==> src/rtl/pipe_stage_reg.sv <==
// Parametrised pipeline-stage register with valid/ready handshake, flush-to-NOP,
// optional one-entry skid buffer and a saturating stall-cycle counter.
module pipe_stage_reg #(
    parameter int                 DATA_W  = 32,
    parameter int                 PC_W    = 32,
    parameter logic [DATA_W-1:0]  NOP_VAL = {DATA_W{1'b0}},
    parameter int                 SKID    = 1,
    parameter int                 CNT_W   = 16
) (
    input  logic              clk_i,
    input  logic              rst_i,
    input  logic              start_i,
    input  logic              flush_i,
    input  logic              in_valid_i,
    output logic              in_ready_o,
    input  logic [DATA_W-1:0] in_data_i,
    input  logic [PC_W-1:0]   in_pc_i,
    output logic              out_valid_o,
    input  logic              out_ready_i,
    output logic [DATA_W-1:0] out_data_o,
    output logic [PC_W-1:0]   out_pc_o,
    output logic [CNT_W-1:0]  stall_cnt_o,
    output logic [1:0]        dbg_state_o
);

    // Handshake: a transfer happens on a rising edge where valid and ready are
    // both high; valid never depends on ready, and with SKID=1 ready never
    // depends on out_ready_i either.
    typedef enum logic [1:0] {
        ST_EMPTY = 2'd0,
        ST_ONE   = 2'd1,
        ST_FULL  = 2'd2
    } state_t;

    localparam bit USE_SKID = (SKID != 0);

    state_t             state_q, state_d;
    logic [DATA_W-1:0]  main_data_q, main_data_d;
    logic [PC_W-1:0]    main_pc_q, main_pc_d;
    logic [DATA_W-1:0]  skid_data_q, skid_data_d;
    logic [PC_W-1:0]    skid_pc_q, skid_pc_d;
    logic [CNT_W-1:0]   stall_cnt_q, stall_cnt_d;

    logic main_valid;
    logic skid_valid;
    logic accept;
    logic pop;

    assign main_valid = (state_q != ST_EMPTY);
    assign skid_valid = (state_q == ST_FULL);

    always_comb begin
        if (USE_SKID) begin
            in_ready_o = ~skid_valid & start_i;
        end else begin
            in_ready_o = (~main_valid | out_ready_i) & start_i;
        end
    end

    assign out_valid_o = main_valid & start_i;
    assign out_data_o  = main_valid ? main_data_q : NOP_VAL;
    assign out_pc_o    = main_valid ? main_pc_q : {PC_W{1'b0}};
    assign stall_cnt_o = stall_cnt_q;
    assign dbg_state_o = state_q;

    assign accept = in_valid_i & in_ready_o;
    assign pop    = out_valid_o & out_ready_i;

    always_comb begin
        state_d     = state_q;
        main_data_d = main_data_q;
        main_pc_d   = main_pc_q;
        skid_data_d = skid_data_q;
        skid_pc_d   = skid_pc_q;
        stall_cnt_d = stall_cnt_q;

        // Stalls are counted independently of flush; out_valid_o is already low while frozen.
        if (out_valid_o && !out_ready_i && !(&stall_cnt_q)) begin
            stall_cnt_d = stall_cnt_q + CNT_W'(1);
        end

        if (flush_i) begin
            state_d = ST_EMPTY;
        end else if (start_i) begin
            unique case (state_q)
                ST_EMPTY: begin
                    if (accept) begin
                        state_d     = ST_ONE;
                        main_data_d = in_data_i;
                        main_pc_d   = in_pc_i;
                    end
                end
                ST_ONE: begin
                    if (accept && (pop || !USE_SKID)) begin
                        main_data_d = in_data_i;
                        main_pc_d   = in_pc_i;
                    end else if (accept) begin
                        state_d     = ST_FULL;
                        skid_data_d = in_data_i;
                        skid_pc_d   = in_pc_i;
                    end else if (pop) begin
                        state_d = ST_EMPTY;
                    end
                end
                ST_FULL: begin
                    if (pop) begin
                        state_d     = ST_ONE;
                        main_data_d = skid_data_q;
                        main_pc_d   = skid_pc_q;
                    end
                end
                default: state_d = ST_EMPTY;
            endcase
        end
    end

    always_ff @(posedge clk_i) begin
        if (rst_i) begin
            state_q     <= ST_EMPTY;
            stall_cnt_q <= {CNT_W{1'b0}};
        end else begin
            state_q     <= state_d;
            stall_cnt_q <= stall_cnt_d;
        end
    end

    // Payload registers need no reset: they are only observed behind a valid bit.
    always_ff @(posedge clk_i) begin
        main_data_q <= main_data_d;
        main_pc_q   <= main_pc_d;
        skid_data_q <= skid_data_d;
        skid_pc_q   <= skid_pc_d;
    end

endmodule
==> config.mk <==
export PLATFORM = sky130hd
export DESIGN_NAME = pipe_stage_reg
export DESIGN_NICKNAME = d
export VERILOG_FILES = /design/src/rtl/pipe_stage_reg.sv
export SDC_FILE = /design/constraint.sdc
export NUM_CORES = 1
export LEC_CHECK = 0
export ABC_AREA = 1
export CORE_MARGIN = 2
export CORE_UTILIZATION = 50
export CTS_CLUSTER_DIAMETER = 200
export DETAILED_ROUTE_END_ITERATION = 10
export HOLD_SLACK_MARGIN = 0.08
export PLACE_DENSITY = 0.81
export SLEW_MARGIN = 25
export SYNTH_ARGS = -nofsm -noshare
export SYNTH_HDL_FRONTEND = slang
export SYNTH_SLANG_ARGS = --single-unit
==> constraint.sdc <==
create_clock -name clk_i -period 18.3 [get_ports clk_i]
set_input_delay 3.66 -clock clk_i [delete_from_list [all_inputs] [get_ports clk_i]]
set_output_delay 3.66 -clock clk_i [all_outputs]
set_load 0.03 [all_outputs]
==> results.md, run 1 <==
- M3 GR Usage: 4.24%
- Adder-Cell Fraction of Synth Area: 0.200%
- WP depth: 4
- Core Box Area: 12100 um2
- First-pass GRT wire length: 21300 um
- DIE AREA: 13400 um2
- # fillers: 916
- Async set-reset flop share out of synthesis: 0%
- Detailed placement HPWL: 9100 um
- Die W: 116 um
- Final setup TNS: 0 ps
- Initial Util: 51.6%
- Count of different cell masters after synthesis: 25
- Final count of hold timing violations: 0
- Dominant synthesized flop cell: edfxtp_1
- IO buf count: 153
- Total grt overflow: 0
- Setup Fix Bufs, Post-CTS: 0
- Worst slew pin tran: 865 ps
- Via count: 4711
- # IOs: 154
- Placer congestion estimate: 0.862
- Final Cycle Share: 48.4%
- P_leak: 3.44 nW
- R2R setup slack: 15590 ps
- Router iterations before antenna repair: 4
- Synthesized cell area: 6250 um2
- Synth Register Bits: 146
- Total power: 783 uW
- Post-DR wirelength/cell: 14.0 um
- Max_cap viols: 0
- Vias in the first global route: 4532
- HP Start: skid_pc_q[21]
- Critical path startpoint: start_i
- Placed insts: 949
- Antenna viol nets, final: 0
- XOR/XNOR Fraction of Synth Area: 0.841%
- Final #Nets: 871
- Worst flop-to-flop path startpoint: dbg_state_o[1]
- Worst Path Buf+Inv: 3
- Area Overhead vs Synth: 36.9%
- Antenna Cells: 0
- Post-synthesis mux area share: 0%
- Avg Cell Area, Syn: 9.66 um2
- Tmin final: 8860 ps
- Clock root buffer: clkbuf_16
- Worst setup path end: out_valid_o
- Slew headroom: 42.3%
- Hold buffers post-CTS: 0
- H-tree depth: 4
- Hold WC Path Type: reg2reg
- Delay-heaviest family, CP: buffers and inverters
- Sink Count: 146
- Syn nets: 718
- Clock latency on the worst-skew pair: 400 ps
- Status: completed
- Fraction of the yosys area taken by sequential cells: 67.3%
- Most common cell on crit path: clkdlybuf4s50_1
- Final slew viol count: 0
- Max frequency: 113 MHz
- Simple-gate share of the synthesized area: 23.6%
- Rows: 40
- Resize count post-CTS: 0
- Starting DRT DRC Count: 414
- Cells along the critical path: clkdlybuf4s50_1 > inv_1 > nor2_1 > clkdlybuf4s50_1
- Slowest CP cell: clkdlybuf4s50_1
- Worst vdd ir: 0.0482 mV
- CP max stage delay: 710 ps
- Nature of the critical path startpoint: input port
- Layout cells sized above 1: 6.15%
- Synth Instances: 647
- Setup crit end kind: primary output
- Pwr dens: 91.5 nW/um2
- Worst Skew: 6.70 ps
- Non-filler cells in the finished layout: 981
- Met1 usage: 25.6%
- WP data required: 14640 ps
- CTS Buffer Depth: 2
- Overall routing resource usage: 20.7%
- Max FO, Critical Path: 4
- Num CTS Buffers: 17
- DRT Wirelength: 13800 um
- EDFF count, synth: 128
- Synth warnings: 0
- Largest family of logic cells by synthesized area: simple AND/OR/NAND/NOR gates
- Critical path type: in2out
- RSZ-0062 raised after global routing: no
- Drt drc: 0
- GRT busiest layer: met2
- Arrival time worst endpoint: 5200 ps
- Worst reg2reg path depth: 7
- Met2 Resource Use GR: 35.8%
- Die height: 116 um
- Pin count of the biggest net entering global routing: 66
- Final Setup Violations: 0
- Compound-Gate Fraction of Synth Area: 1.62%
- Reg-to-reg critical path endpoint: main_pc_q[2]
- CTS tree: yes
- Via density: 4.80
- Reg clk slew, reported paths: 60 ps
- Initial antenna violation count: 0
==> state kept, by name, indices dropped and copies added, names as in the netlist <==
signal / cells
main_data_q: 32
main_pc_q: 32
skid_data_q: 32
skid_pc_q: 32
stall_cnt_o: 16
dbg_state_o: 2
==> per-stage QoR <==
stage	util, %	setup slack (ps)	hold WS (ps)	area (um2)
4_1_cts	70.7	9460	511	8560
3_3_place_gp	65.6	9540	493	7950
6_report	70.7	9440	508	8560
3_5_place_dp	65.6	9480	496	7950
5_1_grt	70.7	9410	529	8560
2_1_floorplan	-	8460	487	6250
==> cell usage in the layout (no fill, tap or decap), drive strengths merged, types with 2 or more instances in the layout <==
master and n:
clkinvlp 2, a21oi 14, xor2 3, inv 82
xnor2 3, bufinv 3, clkdlybuf4s50 153, edfxtp 128
clkbuf 18, dfxtp 18, nand3 14, nand2 254
clkinv 5, nor2 98, buf 5, nand4 6
nor3 2
==> cell families after synthesis <==
| kind of cell | Yosys count |
|---|---|
| xor gates and xnor gates | 6 |
| DFF | 146 |
| buffers and inverters | 102 |
| and+or+nand+nor | 374 |
| AOI/OAI and AO/OA | 18 |
| adders and majority gates | 1 |
==> synth_stat cells (2+ instances only) <==
cell type	instances	share of area, %
xor2_1	3	0.42
dfxtp_1	18	5.8
a21oi_1	14	1.1
inv_1	77	4.6
nand2_1	252	15
buf_2	8	0.64
nor2_1	93	5.6
buf_1	7	0.42
nand4_1	6	0.60
nor2_2	4	0.40
nand3_1	14	1.1
edfxtp_1	128	61
nand2_2	2	0.20
buf_6	2	0.36
xnor2_1	3	0.42
clkbuf_1	7	0.42
==> how the worst min path moves through the flow <==
stage	end	slack, ps	cells after the start
floorplan	main_data_q[0]	490	2
global placement	main_data_q[4]	490	2
detailed placement	main_data_q[1]	500	2
CTS	main_pc_q[21]	510	2
global route	main_pc_q[21]	530	2
finish	main_pc_q[21]	510	2
==> power breakdown <==
group	internal, mW	switching (mW)	leakage [nW]
clock network	0.217	0.135	0.293
registers	0.371	0.00208	1.31
logic	0.0267	0.0321	1.84
total	0.614	0.169	3.44
==> tightest hold or removal path, delay by kind of cell, from the launching register on <==
family | cells | cell delay (ps)
flops | 1 | 320
simple gates | 2 | 90
==> final cells by class <==
type	count	area (um2)	share of cell area [%]
Clock buffer	18	429	5.01
Clock inverter	14	179	2.09
Tap cell	168	210	2.46
Sequential cell	146	4200	49.1
Multi-Input combinational cell	399	1670	19.6
Inverter	78	293	3.42
Timing Repair Buffer	158	1570	18.3
==> layer usage <==
layer  routed length [um]  part of all wire [%]
met2                 6990                    51
met1                 5800                    42
met5                    0                     0
met3                  787                   5.7
met4                  194                   1.4
(Power assumes the default switching activity.)
==> inputs of run 2 (changes only) <==
CORE_UTILIZATION = 49   (was 50)
PLACE_DENSITY = 0.79   (was 0.81)
clock period = 8.95 ns   (was 18.3 ns; I/O delays follow)
==> results.md, run 2 (synthesized netlist as in run 1, its figures left out) <==
- Status: completed
- H-tree depth: 4 (unchanged)
- Most common cell after layout, fill and taps aside: nand2_1
- Area Overhead vs Synth: 35.9%
- # IOs: 154 (unchanged)
- R2R setup slack: 6290 ps (-9300 ps)
- Final slew viol count: 0 (unchanged)
- Reg-to-reg critical path endpoint: main_data_q[24]
- Switch share: 22.0% (+0.44 points)
- Final Cycle Share: 56.8%
- P_leak: 3.40 nW (-1.1%)
- Overall routing resource usage: 21.2% (+0.49 points)
- First-pass GRT wire length: 22100 um (+3.8%)
- Router iterations before antenna repair: 5 (+1)
- Final count of hold timing violations: 0 (unchanged)
- IO buf count: 153 (unchanged)
- Slowest CP cell: clkdlybuf4s50_1
- Hold buffers post-CTS: 0 (unchanged)
- Setup crit end kind: primary output
- # fillers: 953 (+4.0%)
- Logic gate share of total power: 7.9% (+0.4 points)
- WP data required: 7160 ps (-7480 ps)
- Switching power: 336 uW (+99%)
- Resize count post-CTS: 0 (unchanged)
- Area of the multi-input gates: 1670 um2 (unchanged)
- Final Setup Violations: 0 (unchanged)
- DRT Wirelength: 14300 um (+3.6%)
- Setup Fix Bufs, Post-CTS: 0 (unchanged)
- Critical path type: in2out
- Nature of the critical path startpoint: input port
- Rows: 41 (+2.5%)
- Final #Nets: 871 (unchanged)
- Pin count of the biggest net entering global routing: 66 (unchanged)
- Hold Path Depth: 2 (unchanged)
- Worst slew pin tran: 879 ps (+13.3 ps)
- Worst Skew: 8.16 ps (+1.45 ps)
- Final core occ: 67.9% (-2.8 points)
- Antenna Cells: 0 (unchanged)
- Tmin final: 5080 ps
- Post-route cell area: 8500 um2 (-0.72%)
- Most common cell on crit path: clkdlybuf4s50_1
- Via count: 4804 (+2.0%)
- Worst flop-to-flop path startpoint: dbg_state_o[1]
- Sink Count: 146 (unchanged)
- Initial Util: 49.9% (-1.7 points)
- Commonest cells after routing, fill and taps aside: nand2_1, clkdlybuf4s50_1, edfxtp_1
- Pwr dens: 180 nW/um2 (+97%)
- Starting DRT DRC Count: 383 (-7.5%)
- Die height: 117 um (+0.98%)
- Hold Slack: 506 ps (-1.44 ps)
- Worst reg2reg path depth: 7 (unchanged)
- Area post-placement: 7960 um2 (about the same)
- CTS Buffer Depth: 2 (unchanged)
- Max_cap viols: 0 (unchanged)
- Num CTS Buffers: 17 (unchanged)
- DIE AREA: 13700 um2 (+2.0%)
- Internal power: 1.19 mW (+94%)
- Via density: 4.88 (+1.7%)
- Clock root buffer: clkbuf_16
- Clock latency on the worst-skew pair: 400 ps (about the same)
- Layout cells sized above 1: 5.79% (-0.36 points)
- Final setup TNS: 0 ps (unchanged)
- Max FO, Critical Path: 4 (unchanged)
- CTS tree: yes
- Reg power frac: 49.9% (+2.3 points)
- Core Box Area: 12500 um2 (+3.3%)
- Clock power share: 42.3% (-2.6 points)
- Reg clk slew, reported paths: 60 ps (about the same)
- Placer congestion estimate: 0.852 (-1.2%)
- Storage cell area: 4200 um2 (unchanged)
- Delay-heaviest family, CP: buffers and inverters
- Worst Path Buf+Inv: 3 (unchanged)
- CP max stage delay: 710 ps (about the same)
- Slew headroom: 41.4% (-0.89 points)
- RSZ-0062 raised after global routing: no
- Detailed placement HPWL: 9250 um (+1.6%)
- Initial antenna violation count: 0 (unchanged)
- Vias in the first global route: 4666 (+3.0%)
- Hold WC Path Type: reg2reg
- Drt drc: 0 (unchanged)
- Total grt overflow: 0 (unchanged)
- Cells along the critical path: clkdlybuf4s50_1 > inv_1 > nor2_1 > clkdlybuf4s50_1
- Arrival time worst endpoint: 3290 ps (-1910 ps)
- Post-DR wirelength/cell: 14.5 um (+3.3%)
- HP Start: skid_data_q[19]
- Antenna viol nets, final: 0 (unchanged)
- Hold EP: main_data_q[19]
- Die W: 117 um (+0.98%)
- Max frequency: 197 MHz
- Worst vdd ir: 0.103 mV (+110%)
[run 2: metrics by stage]
step	setup WS, ps	instances	power, mW
final	3870	984	1.53
after global routing	3800	984	1.58
after CTS	3870	984	1.54
after detailed placement	3880	953	0.897
after global placement	3920	953	0.893
after floorplan	978	647	0.833
[run 2: worst max path at each step]
stage                     endpoint  depth (start not counted)  slack [ps]    start
floorplan           main_data_q[0]                          6         980  start_i
global placement       out_valid_o                          4        3920  start_i
detailed placement     out_valid_o                          4        3880  start_i
CTS                    out_valid_o                          4        3870  start_i
global route           out_valid_o                          4        3800  start_i
finish                 out_valid_o                          4        3870  start_i
[run 2: worst reg2reg max path: stages, from the launching register on]
cell      delay (ps)
dfxtp_1          390
inv_1            170
nor2_4            50
buf_4            320
nor3_1           280
nor2_1           160
a211oi_4         170
buf_4            660
[run 2: layout make-up]
class / count / area share (%)
clock buffers: 18 / 5.05
multi-input cells: 399 / 19.7
well taps: 172 / 2.53
flip-flops and latches: 146 / 49.5
inverters: 78 / 3.45
repair buffers: 158 / 18.5
clock inverters: 13 / 1.33
[run 2: layer usage]
| layer | global-route usage, % | part of all wire, % | vias to the layer above |
|---|---|---|---|
| met5 | 0 | 0 | - |
| met4 | 6.98 | 1.1 | 0 |
| met3 | 5.41 | 6.5 | 13 |
| met2 | 36.0 | 49 | 180 |
| met1 | 26.6 | 44 | 2269 |
| li1 | - | - | 2342 |
[run 2: power by group through the flow]
stage	registers, mW	logic [mW]	clock network, mW
finish	0.762	0.120	0.646
CTS	0.762	0.121	0.658
global placement	0.776	0.117	0
global route	0.763	0.130	0.688
detailed placement	0.777	0.120	0
floorplan	0.778	0.0547	0
